`src/rtl/seq_shift_left.sv`:
```
// seq_shift_left: iterative multi-cycle logical left shifter (SLL/SLLV path).
// Accepts one operand/shift amount over a valid/ready handshake, shifts left
// by up to STEP bits per cycle, then holds the result until it is consumed.
//
// Ports:
//   clk        rising-edge clock
//   rst_n      asynchronous active-low reset
//   in_valid   operand offer
//   in_ready   block can accept (IDLE only, decoded from state)
//   a          operand, sampled on accept
//   shift      shift amount 0..WIDTH-1, sampled on accept
//   out_valid  result available (DONE only, decoded from state)
//   out_ready  consumer takes result
//   out        result (registered accumulator)
//   busy       registered state != IDLE
module seq_shift_left #(
    parameter int unsigned WIDTH = 32,
    parameter int unsigned SHW   = 5,
    parameter int unsigned STEP  = 1
) (
    input  logic             clk,
    input  logic             rst_n,
    input  logic             in_valid,
    output logic             in_ready,
    input  logic [WIDTH-1:0] a,
    input  logic [SHW-1:0]   shift,
    output logic             out_valid,
    input  logic             out_ready,
    output logic [WIDTH-1:0] out,
    output logic             busy
);

    localparam logic [SHW-1:0] STEP_W = SHW'(STEP);

    typedef enum logic [1:0] {
        ST_IDLE  = 2'd0,
        ST_SHIFT = 2'd1,
        ST_DONE  = 2'd2
    } state_e;

    state_e           state_q, state_d;
    logic [WIDTH-1:0] acc_q, acc_d;
    logic [SHW-1:0]   rem_q, rem_d;
    logic             busy_q;

    // State, accumulator and remaining-shift registers
    always_ff @(posedge clk or negedge rst_n) begin
        if (!rst_n) begin
            state_q <= ST_IDLE;
            acc_q   <= '0;
            rem_q   <= '0;
            busy_q  <= 1'b0;
        end else begin
            state_q <= state_d;
            acc_q   <= acc_d;
            rem_q   <= rem_d;
            busy_q  <= (state_d != ST_IDLE);
        end
    end

    // Next-state and datapath update
    always_comb begin
        state_d = state_q;
        acc_d   = acc_q;
        rem_d   = rem_q;
        unique case (state_q)
            ST_IDLE: begin
                if (in_valid) begin
                    acc_d   = a;
                    rem_d   = shift;
                    state_d = (shift == '0) ? ST_DONE : ST_SHIFT;
                end
            end
            ST_SHIFT: begin
                // Full step while enough remains; the final partial step
                // consumes whatever is left so the total is exactly n bits.
                if (rem_q >= STEP_W) begin
                    acc_d = acc_q << STEP;
                    rem_d = rem_q - STEP_W;
                end else begin
                    acc_d = acc_q << rem_q;
                    rem_d = '0;
                end
                if (rem_d == '0) begin
                    state_d = ST_DONE;
                end
            end
            ST_DONE: begin
                if (out_ready) begin
                    state_d = ST_IDLE;
                end
            end
            default: begin
                state_d = ST_IDLE;
            end
        endcase
    end

    assign in_ready  = (state_q == ST_IDLE);
    assign out_valid = (state_q == ST_DONE);
    assign out       = acc_q;
    assign busy      = busy_q;

endmodule

```
`config.mk`:
```
export PLATFORM = sky130hd
export DESIGN_NAME = seq_shift_left
export DESIGN_NICKNAME = d
export VERILOG_FILES = /design/src/rtl/seq_shift_left.sv
export SDC_FILE = /design/constraint.sdc
export NUM_CORES = 1
export LEC_CHECK = 0
export CAP_MARGIN = 40
export CORE_UTILIZATION = 40
export CTS_CLUSTER_DIAMETER = 50
export DETAILED_ROUTE_END_ITERATION = 6
export PLACE_DENSITY_LB_ADDON = 0.2
export SYNTH_ARGS = -nofsm -noshare
export SYNTH_HDL_FRONTEND = slang
export SYNTH_SLANG_ARGS = --single-unit
```
`constraint.sdc`:
```
create_clock -name clk -period 5.9 [get_ports clk]
set_clock_uncertainty 0.1 [all_clocks]
set_input_delay 1.475 -clock clk [delete_from_list [all_inputs] [get_ports clk]]
set_output_delay 1.475 -clock clk [all_outputs]
set_load 0.02 [all_outputs]
```
=== Word-level counts from Yosys, hierarchy flattened ===
Cells that the tools add are included.

* Bits in read-only memories: 0
* RAM bits: 0
* Bits in latches: 0
* Register bits after elaboration: 40
* Memories kept: 0

* Reductions and logical operators: 6
* Add/subtract/negate cells: 1
* Shift-type cells: 1
* Bitwise operators: 0
* Mux-type cells: 12
* Divide/modulo/power cells: 0
* Multiply operators: 0
* Equality and inequality tests: 3
* Order comparisons: 1

{| class="wikitable"
|+ Operators with widths
! kind !! number
|-
| $mux W32 || 2
|-
| $pmux W32 S2 || 1
|-
| $shl A32 B5 Y32 || 1
|-
| $mux W5 || 3
|-
| $logic_not A5 Y1 || 2
|-
| $pmux W5 S2 || 1
|-
| $mux W2 || 4
|-
| $pmux W2 S3 || 1
|-
| $ge A5 B1 Y1 const B || 1
|-
| $sub A5 B1 Y5 const B || 1
|-
| $reduce_bool A2 Y1 || 2
|-
| $eq A2 B1 Y1 const B || 1
|-
| $eq A2 B2 Y1 const B || 1
|-
| $logic_not A2 Y1 || 1
|-
| $ne A2 B2 Y1 const B || 1
|-
| $reduce_and A2 Y1 || 1
|}

=== Longest topological paths before layout ===
Gate-level depths: netlist of the first run.

* Depth after elaboration: 7
* Depth in mapped cells: 10
* Gate-level depth less buffers: 6

=== Worst setup path before layout of the first run ===
OpenSTA, ideal clock, no wires.

* Kind: reg2out
* Start point: register state_q[1]
* End point: output out_valid
* Data arrival time: 1.229 ns
* Stages on the path, launching flop included: 5
* Setup slack: 3.096 ns
* Data required time: 4.325 ns
* Path buffers: 2
* Path through: dfrtp_1 -> buf_2 -> clkinv_1 -> clkbuf_1 -> nor2_1

* Longest elaborated chain between the ends: 1

{| class="wikitable"
|+ Ends and longest elaborated chain
! element !! RTL line !! text
|-
| start, declared || 41 || <nowiki>state_e state_q, state_d;</nowiki>
|-
| start signal, assigned || 54 || <nowiki>state_q <= state_d;</nowiki>
|-
| $eq A2 B2 Y1 || 100 || <nowiki>assign out_valid = (state_q == ST_DONE);</nowiki>
|-
| end, declared || 27 || <nowiki>output logic out_valid,</nowiki>
|}

Every way passes these cells.

=== Final worst setup path of the first run ===
* Start point: register state_q[1]
* End point: output in_ready

* Longest elaborated chain between the ends: 1

{| class="wikitable"
|+ Ends and longest elaborated chain
! element !! RTL line !! text
|-
| $logic_not A2 Y1 || 99 || <nowiki>assign in_ready = (state_q == ST_IDLE);</nowiki>
|-
| end, declared || 24 || <nowiki>output logic in_ready,</nowiki>
|}

Every way passes these cells.

==> results of run 1 <==
[area by class of cell]
class                   instances  area, um^2
fillers                       574        2560
multi-input cells             209        1400
flip-flops and latches         40        1000
repair buffers                 85         852
well taps                      75        93.8
clock buffers                   6        82.6
inverters                       7        26.3
clock inverters                 2        10.0
[metal layers]
layer,part of all wire (%),vias to the layer above,global-route usage [%]
met4,1.8,0,9.47
met1,45,1233,33.9
met2,47,103,38.1
li1,-,1212,-
met5,0,-,0
met3,6.2,13,4.11
[placed cells by master, fill, tap and decap left out, types with 2 or more instances in the layout]
master	n
nand3_1	24
buf_8	2
nand4b_1	2
a21oi_1	30
or3_1	2
inv_1	6
mux2i_1	30
clkdlybuf4s50_1	74
nor2_1	13
a22oi_1	2
buf_4	6
o21ai_0	34
nand2b_1	3
clkinv_2	2
dfrtp_1	40
nand2_1	6
clkbuf_8	6
o211ai_1	4
a32o_1	22
o32ai_1	3
o21ai_1	16
nor2b_1	2
ha_1	2
[path summary, 6_finish.rpt]
check,start,to,cells past startpoint
worst max-delay path,state_q[1]$_DFF_PN0_,in_ready,3
worst min-delay path,out[31]$_DFFE_PN0P_,out[31]$_DFFE_PN0P_,2
worst max register to register,rem_q[1]$_DFFE_PN0P_,out[27]$_DFFE_PN0P_,8
worst min register to register,out[31]$_DFFE_PN0P_,out[31]$_DFFE_PN0P_,2
max in group asynchronous,rst_n,out[24]$_DFFE_PN0P_,2
min in group asynchronous,rst_n,rem_q[1]$_DFFE_PN0P_,1
[power by group through the flow]
stage               clock (uW)  combinational (uW)  sequential [uW]
floorplan                    0                 741              679
global placement             0                1220              630
detailed placement           0                1290              620
CTS                        199                1300              617
global route               212                1420              644
finish                     195                1300              616
[sequential cells by signal, indices dropped and copies added, names as in the netlist]
signal / count
rem_q: 5
out: 32
busy: 1
state_q: 2
[cell families after synthesis]
family | synth area share (%)
AOI/OAI and AO/OA | 30.1
DFF | 39.4
and+or+nand+nor | 11.8
adders and majority gates | 0.985
buffers and inverters | 5.56
xor gates and xnor gates | 0.345
muxes | 11.8
[worst max-delay path, stage by stage, from the launching register on]
cell and delay, ns:
dfrtp_1 0.57, buf_8 0.25, nor2_1 0.19, clkdlybuf4s50_1 0.64
[stage by stage]
step	total power [uW]	std cells	setup WS, ns	utilization (%)
final	2110	424	2.37	57.5
after floorplan	1420	281	3.10	-
after global placement	1850	412	2.39	54.9
after CTS	2110	424	2.38	57.5
after global routing	2270	424	2.29	57.5
after detailed placement	1910	416	2.46	56.0
==> parameters.txt, run 1 <==
Parameter                              Value

Worst setup path
  Arrival @ worst endpoint    roughly 2.0 ns
  Required time of the critical path    4.32 ns
  FF-to-FF setup slack    2.94 ns
  Startpoint kind of the worst setup timing path    flip-flop
  Crit-path max FO    17
  Endpoint kind of the worst setup timing path    output port
  Worst Path Class, Setup    flip-flop to output port

STA
  Worst Tran Pin Value    a little under 0.9 ns
  Number of failing hold endpoints at the final stage    0
  Final-report setup violation count    0
  Setup total negative slack    0 ns
  Achievable clock frequency    ~280 MHz
  Ratio of final minimum period to clock period    59.8%
  Worst max-slew margin expressed relative to the limit    41.3%
  Unrepaired setup endpoints after global routing    false
  Count of final max-slew check failures    0
  Min cycle time layout    approximately 3.5 ns
  Final Hold Slack    0.422 ns

Synth
  Area share of the largest cell type after synthesis    39.4%
  Syn_nets    324
  Post-synthesis average cell area    between 9 and 10 um^2
  Most used flip-flop cell after synthesis    dfrtp_1
  Top area cells in the synthesized netlist    dfrtp_1 39%, mux2i_1 12%, a32o_1 8.7%
  Post-synthesis instance total    281
  Number of storage elements in the synthesis netlist    40
  Largest area contributor in the synthesized netlist    dfrtp_1
  Top cells by count, synth    40 x dfrtp_1, 34 x o21ai_0, 30 x a21oi_1, 30 x mux2i_1, 24 x nand3_1
  Cell with the most instances after synthesis    dfrtp_1
  Fraction of the yosys area taken by sequential cells    39.4%
  Synthesis Warnings    0
  Netlist Area Pre-Place    2540 um^2
  Share of flip-flops with an asynchronous set or reset    100%
  Post-synth EDFFs    0
  Netlist cell types    36

Run
  Number of max-cap violations    0

GRT
  Maximum number of pins on one net before global-route repair    29
  First-pass GRT wire length    12,200 um
  Number of antenna violations at the first check in global routing    0
  Vias in the first global route    approximately 2,400
  Global route total overflow    0
  Global router's overall resource usage    24.5%

Clock network
  H-Tree Level Count    2
  Post-CTS Hold Fix Bufs    0
  Clock insertion delay at the later pin of the skew report    0.30 ns
  Count of instances resized after the clock tree is built    0
  Clock Sink Count    40
  TritonCTS clock tree    yes
  Maximum buffer depth of the clock tree    2
  Root buf cell    clkbuf_8
  Clock buffers created by TritonCTS    5
  Number of buffers inserted by post-CTS setup repair    0
  Clock slew seen by the registers of the worst setup and hold paths    0.08 ns

Cells and area
  Ant. Diodes    0
  Area delta synth->final    36.3%
  Final design instance area without fill    between 3000 and 4000 um^2
  Share of layout cells above drive strength 1    around 6%
  Final nets    391

Routing
  Remaining DRCs    0
  Number of violations reported at the end of detailed-routing iteration 0    about 340
  Antenna Nets Post-Route    0
  Routed vias    between 2,000 and 3,000
  DRT Wirelength    7580 um
  First-pass detailed-route iteration total    5
  DR vias/cell    about 6.0
  Average wire per cell in the routed design    17.9 um

Placement
  Count of input and output buffers    75
  Last weighted congestion value of the routability-driven placer    0.910
  Dpl cell area    3370 um^2
  Placed wire-length estimate after detailed placement    5110 um

Pwr
  Switching portion of total power    around half
  Part of the total power dissipated in the clock network    9.2%
  Max VDD drop    0.359 mV
  Comb power frac    61.6%
  Relative contribution of sequential cells to total power    29.2%
  Leakage power of the design    ~0.0013 uW
  Cell internal pwr    1090 uW
  Sw Pwr    about 1000 uW
  Power per cell area    609 nW/um^2

Die
  Die footprint    6680 um^2
  Die Wd    81.7 um
  Die height    81.7 um
  Area inside the core boundary    between 6000 and 7000 um^2
  Number of top-level design ports    76
  Initial Utilization    42.2%
  Rows    28

Hold path
  Hold Path Class    flip-flop to flip-flop

Run status
  Outcome    finished clean
Power figures use the tool's default switching activity.
==> run 2: changes to the inputs <==
- clock period: 5.9 -> 3.3 ns (I/O delays scaled with it)
==> parameters.txt, run 2 (synthesized netlist as in run 1, its figures left out) <==
Parameter                              Value

Pwr
  Switching portion of total power    48.5% (about the same)
  Part of the total power dissipated in the clock network    9.3% (about the same)
  Sw Pwr    1820 uW (+78%)
  Leakage power of the design    0.00135 uW (+0.39%)
  Cell internal pwr    1930 uW (+77%)
  Comb power frac    61.0% (-0.6 points)
  Power per cell area    1080 nW/um^2 (+78%)
  PnR Total Power    3750 uW (+78%)
  Relative contribution of sequential cells to total power    29.7% (+0.5 points)
  Max VDD drop    0.563 mV (+57%)

Placement
  Count of input and output buffers    75 (unchanged)
  Cell count after placement    418 (+0.48%)
  Placed wire-length estimate after detailed placement    5050 um (-1.0%)
  Last weighted congestion value of the routability-driven placer    0.786 (-14%)

Cells and area
  Max reg flops    32 (unchanged)
  Sequential standard cell area    1000 um^2 (unchanged)
  Most frequent cells in the layout    74 x clkdlybuf4s50_1, 40 x dfrtp_1, 34 x o21ai_0
  Most common library cell in the layout ignoring fill and taps    clkdlybuf4s50_1
  Multi-input logic area    1400 um^2 (unchanged)
  Final nets    393 (+0.51%)
  Ant. Diodes    0 (unchanged)
  Share of layout cells above drive strength 1    6.55% (+0.54 points)
  Area delta synth->final    36.2%
  Fill count    577 (+0.52%)
  Final non-filler cell total    426 (+0.47%)

STA
  Worst Tran Pin Value    0.855 ns (-0.0245 ns)
  Achievable clock frequency    345 MHz
  Final Hold Slack    0.305 ns (-0.117 ns)
  Worst max-slew margin expressed relative to the limit    42.9% (+1.5 points)
  Number of failing hold endpoints at the final stage    0 (unchanged)
  Count of final max-slew check failures    0 (unchanged)
  Min cycle time layout    2.90 ns
  Final-report setup violation count    0 (unchanged)
  Unrepaired setup endpoints after global routing    false
  Setup total negative slack    0 ns (unchanged)
  Ratio of final minimum period to clock period    87.9%

Clock network
  Clock Sink Count    40 (unchanged)
  Clock slew seen by the registers of the worst setup and hold paths    0.08 ns (about the same)
  Clock buffers created by TritonCTS    5 (unchanged)
  Number of buffers inserted by post-CTS setup repair    0 (unchanged)
  Root buf cell    clkbuf_8
  TritonCTS clock tree    yes
  Clock insertion delay at the later pin of the skew report    0.29 ns (about the same)
  Count of instances resized after the clock tree is built    0 (unchanged)
  Post-CTS Hold Fix Bufs    0 (unchanged)
  H-Tree Level Count    2 (unchanged)
  Maximum buffer depth of the clock tree    2 (unchanged)

Routing
  Antenna Nets Post-Route    0 (unchanged)
  Routed vias    2,560 (-0.039%)
  Average wire per cell in the routed design    17.5 um (-1.8%)
  Number of violations reported at the end of detailed-routing iteration 0    272 (-20%)
  First-pass detailed-route iteration total    4 (-1)
  DR vias/cell    6.01 (-0.51%)
  Remaining DRCs    0 (unchanged)
  DRT Wirelength    7470 um (-1.3%)

GRT
  Global route total overflow    0 (unchanged)
  First-pass GRT wire length    12,000 um (-2.1%)
  Global router's overall resource usage    23.6% (-0.87 points)
  Number of antenna violations at the first check in global routing    0 (unchanged)
  Vias in the first global route    2,364 (+0.17%)
  Maximum number of pins on one net before global-route repair    30 (+3.4%)

Worst setup path
  Worst Path Class, Setup    flip-flop to output port
  Endpoint kind of the worst setup timing path    output port
  Arrival @ worst endpoint    1.98 ns (+0.03 ns)
  Crit-path max FO    17 (unchanged)
  Required time of the critical path    2.37 ns (-1.95 ns)
  Startpoint kind of the worst setup timing path    flip-flop

Die
  Area inside the core boundary    6030 um^2 (unchanged)
  Number of top-level design ports    76 (unchanged)
  Die footprint    6680 um^2 (unchanged)
  Rows    28 (unchanged)
  Initial Utilization    42.2% (unchanged)
  Die Wd    81.7 um (unchanged)
  Die height    81.7 um (unchanged)

Run
  Number of max-cap violations    0 (unchanged)

Run status
  Outcome    finished clean

Hold path
  Hold Path Class    primary input to async pin
[run 2: through the flow]
stage / setup slack, ns / util, % / cell area [um^2]
after floorplan: 1.08 / - / 2540
after global placement: 0.702 / 55.6 / 3350
after global routing: 0.290 / 57.4 / 3460
after CTS: 0.424 / 57.4 / 3460
after detailed placement: 0.603 / 55.9 / 3370
final: 0.398 / 57.4 / 3460
[run 2: cell type report]
cell class,count,area share (%)
repair buffers,87,24.5
clock buffers,6,2.39
multi-input cells,209,40.4
flip-flops and latches,40,28.9
clock inverters,2,0.289
well taps,75,2.71
inverters,7,0.759
[run 2: final timing paths]
check | start | to | slack [ns] | cells past startpoint
worst max-delay path | state_q[1]$_DFF_PN0_ | out_valid | 0.40 | 3
worst min-delay path | rst_n | rem_q[1]$_DFFE_PN0P_ | 0.31 | 1
worst max register to register | state_q[1]$_DFF_PN0_ | rem_q[2]$_DFFE_PN0P_ | 0.98 | 4
worst min register to register | out[31]$_DFFE_PN0P_ | out[31]$_DFFE_PN0P_ | 0.42 | 2
max in group asynchronous | rst_n | out[9]$_DFFE_PN0P_ | 2.34 | 2
min in group clk | out[31]$_DFFE_PN0P_ | out[31]$_DFFE_PN0P_ | 0.42 | 2
[run 2: power groups by stage]
stage	clock network, uW	logic, uW	registers [uW]
4_1_cts	350	2290	1100
5_1_grt	369	2500	1150
2_1_floorplan	0	1320	1210
6_report	348	2290	1110
3_5_place_dp	0	2280	1120
3_3_place_gp	0	2250	1110
[run 2: critical path, cell delays in order (launching register included)]
cell             delay, ns
dfrtp_1               0.74
clkinv_1              0.19
nor2_1                0.13
clkdlybuf4s50_1       0.61
[run 2: layer usage]
layer | up-vias | track usage, % | part of all wire [%]
li1 | 1215 | - | -
met1 | 1245 | 33.4 | 45
met2 | 95 | 37.3 | 48
met3 | 5 | 4.00 | 6.2
met4 | 0 | 6.14 | 0.87
met5 | - | 0 | 0
==> run 3: changes to the inputs <==
- ABC_AREA: not set -> 1
==> parameters.txt, run 3 <==
Parameter                              Value

Synth
  Post-synthesis average cell area    6.76 um^2 (-25%)
  Largest area contributor in the synthesized netlist    dfrtp_1
  Top cells by count, synth    112 x nand2_1, 68 x o21ai_0, 47 x nand3_1, 44 x inv_1, 40 x dfrtp_1
  Number of storage elements in the synthesis netlist    40 (unchanged)
  Netlist cell types    42 (+17%)
  Post-synth EDFFs    0 (unchanged)
  Fraction of the yosys area taken by sequential cells    32.6% (-6.8 points)
  Most used flip-flop cell after synthesis    dfrtp_1
  Syn_nets    498 (+54%)
  Cell with the most instances after synthesis    nand2_1
  Area share of the largest cell type after synthesis    32.6% (-6.8 points)
  Netlist Area Pre-Place    3070 um^2 (+21%)
  Synthesis Warnings    0 (unchanged)
  Share of flip-flops with an asynchronous set or reset    100% (unchanged)
  Post-synthesis instance total    455 (+62%)
  Top area cells in the synthesized netlist    dfrtp_1 33%, nand2_1 14%, o21ai_0 11%

Clock network
  Clock insertion delay at the later pin of the skew report    0.30 ns (about the same)
  Clock buffers created by TritonCTS    5 (unchanged)
  H-Tree Level Count    2 (unchanged)
  TritonCTS clock tree    yes
  Clock Sink Count    40 (unchanged)
  Count of instances resized after the clock tree is built    0 (unchanged)
  Post-CTS Hold Fix Bufs    0 (unchanged)
  Maximum buffer depth of the clock tree    2 (unchanged)
  Number of buffers inserted by post-CTS setup repair    0 (unchanged)
  Clock slew seen by the registers of the worst setup and hold paths    0.09 ns (about the same)
  Root buf cell    clkbuf_8

Routing
  Remaining DRCs    0 (unchanged)
  Total routed wire length on the met1 layer    4240 um (+27%)
  First-pass detailed-route iteration total    5 (+1)
  Highest metal used    met4
  DR vias/cell    5.51 (-8.3%)
  Average wire per cell in the routed design    15.6 um (-11%)
  DRT Wirelength    9640 um (+29%)
  Amount of wire on met3 after detailed routing    743 um (+60%)
  Routed vias    3,396 (+33%)
  Total met2 wirelength after detailed routing    4540 um (+26%)
  Antenna Nets Post-Route    0 (unchanged)
  Number of violations reported at the end of detailed-routing iteration 0    340 (+25%)

Placement
  Dpl cell area    3870 um^2 (+15%)
  Cell count after placement    608 (+45%)
  Count of input and output buffers    75 (unchanged)
  Worst slack after detailed placement    0.380 ns (-0.223 ns)
  Placed wire-length estimate after detailed placement    6700 um (+32%)
  Last weighted congestion value of the routability-driven placer    0.861 (+9.6%)

Pwr
  Switching portion of total power    52.7% (+4.2 points)
  Relative contribution of sequential cells to total power    20.9% (-8.8 points)
  Leakage power of the design    0.00177 uW (+31%)
  Sw Pwr    2570 uW (+41%)
  Comb power frac    70.5% (+9.5 points)
  Part of the total power dissipated in the clock network    8.6% (-0.7 points)
  Max VDD drop    0.525 mV (-6.9%)
  Power per cell area    1220 nW/um^2 (+13%)
  Cell internal pwr    2300 uW (+19%)

STA
  Worst max-slew margin expressed relative to the limit    48.9% (+6.0 points)
  Setup total negative slack    0 ns (unchanged)
  Ratio of final minimum period to clock period    79.7% (-8.2 points)
  Unrepaired setup endpoints after global routing    false
  Count of final max-slew check failures    0 (unchanged)
  Number of failing hold endpoints at the final stage    0 (unchanged)
  Min cycle time layout    2.63 ns (-0.270 ns)
  Worst Tran Pin Value    0.766 ns (-0.0895 ns)
  Achievable clock frequency    380 MHz (+10%)
  Minimum setup slack in the final design    0.668 ns (+0.270 ns)
  Final-report setup violation count    0 (unchanged)

Worst setup path
  Startpoint kind of the worst setup timing path    flip-flop
  Endpoint kind of the worst setup timing path    flip-flop
  Max stage delay cell, worst path    dfrtp_1
  Required time of the critical path    3.36 ns (+0.99 ns)
  Arrival @ worst endpoint    2.69 ns (+0.71 ns)
  Critical path's largest stage delay    0.33 ns (-0.41 ns)
  Worst-path cell chain    buf_4, inv_1, ha_1, inv_1, nand3_4, nor2_8, inv_2, nand2_2, o21ai_0, a21oi_1, a21oi_1
  Worst Path Class, Setup    flip-flop to flip-flop
  Crit-path max FO    26 (+9)
  Count of cells along the worst register-to-register path    11 (+7)

Cells and area
  Max reg flops    32 (unchanged)
  Final nets    559 (+42%)
  Most frequent cells in the layout    112 x nand2_1, 74 x clkdlybuf4s50_1, 68 x o21ai_0
  Final non-filler cell total    616 (+45%)
  Most common library cell in the layout ignoring fill and taps    nand2_1
  Fill count    702 (+22%)
  Multi-input logic area    1710 um^2 (+22%)
  Final cell utilization of the core    54.3% (-3.1 points)
  Share of layout cells above drive strength 1    6.96% (+0.41 points)
  Area delta synth->final    29.6%
  Final design instance area without fill    3980 um^2 (+15%)
  Sequential standard cell area    1000 um^2 (unchanged)
  Ant. Diodes    0 (unchanged)

Die
  Area inside the core boundary    7330 um^2 (+22%)
  Die Wd    89.7 um (+9.7%)
  Number of top-level design ports    76 (unchanged)
  Initial Utilization    41.9% (-0.24 points)
  Rows    31 (+11%)
  Die footprint    8040 um^2 (+20%)
  Die height    89.7 um (+9.7%)

GRT
  Global router's overall resource usage    26.3% (+2.6 points)
  Maximum number of pins on one net before global-route repair    48 (+60%)
  First-pass GRT wire length    16,000 um (+34%)
  Global route total overflow    0 (unchanged)
  Vias in the first global route    3,225 (+36%)
  Number of antenna violations at the first check in global routing    0 (unchanged)

Run
  Number of max-cap violations    0 (unchanged)

Hold path
  Hold Path Class    primary input to async pin

Run status
  Outcome    finished clean
[run 3: area by class of cell]
class	count	share of cell area, %
Clock inverter	3	1.07
Clock buffer	5	1.73
Inverter	49	4.68
Tap cell	99	3.11
Multi-Input combinational cell	335	43.0
Timing Repair Buffer	85	21.3
Sequential cell	40	25.1
[run 3: routing by layer]
layer	vias up	track usage [%]
met3	8	4.20
li1	1668	-
met1	1551	36.4
met5	-	0
met4	0	7.07
met2	169	42.4
[run 3: worst max-delay path: cells and delay by family (launching register included)]
family | cells | cell delay, ns
buf+inv | 4 | 0.76
simple gates | 3 | 0.74
flops | 1 | 0.33
compound gates | 3 | 0.33
fa+ha+maj | 1 | 0.20
[run 3: final timing paths]
path,endpoint,start,slack (ns)
worst max-delay path,out[19]$_DFFE_PN0P_,rem_q[1]$_DFFE_PN0P_,0.67
worst min register to register,out[8]$_DFFE_PN0P_,out[8]$_DFFE_PN0P_,0.48
min in group clk,out[8]$_DFFE_PN0P_,out[8]$_DFFE_PN0P_,0.48
worst min-delay path,out[9]$_DFFE_PN0P_,rst_n,0.38
worst max register to register,out[19]$_DFFE_PN0P_,rem_q[1]$_DFFE_PN0P_,0.67
max in group asynchronous,rem_q[3]$_DFFE_PN0P_,rst_n,2.23
[run 3: cells by family (layout without fill, tap and decap cells)]
family                   Yosys count  in the layout  share of synthesized area (%)
AO/OA/AOI/OAI                    143            143                           27.1
XOR/XNOR                           1              1                          0.285
adder cells (fa/ha/maj)            2              2                          0.814
buffers and inverters             80            142                           11.7
flip-flops                        40             40                           32.6
multiplexers                       1              1                          0.326
AND/OR/NAND/NOR                  188            188                           27.2
[run 3: stage by stage]
stage / hold WS [ns] / power [uW]
after detailed placement: 0.464 / 4430
after global placement: 0.459 / 4340
final: 0.383 / 4870
after floorplan: 0.429 / 3370
after global routing: 0.415 / 5350
after CTS: 0.403 / 4860
[run 3: power by group through the flow]
stage | Combinational (uW) | Clock, uW | Sequential (uW)
final | 3430 | 421 | 1020
after global routing | 3850 | 445 | 1060
after CTS | 3420 | 427 | 1020
after detailed placement | 3400 | 0 | 1020
after global placement | 3320 | 0 | 1020
after floorplan | 2140 | 0 | 1220
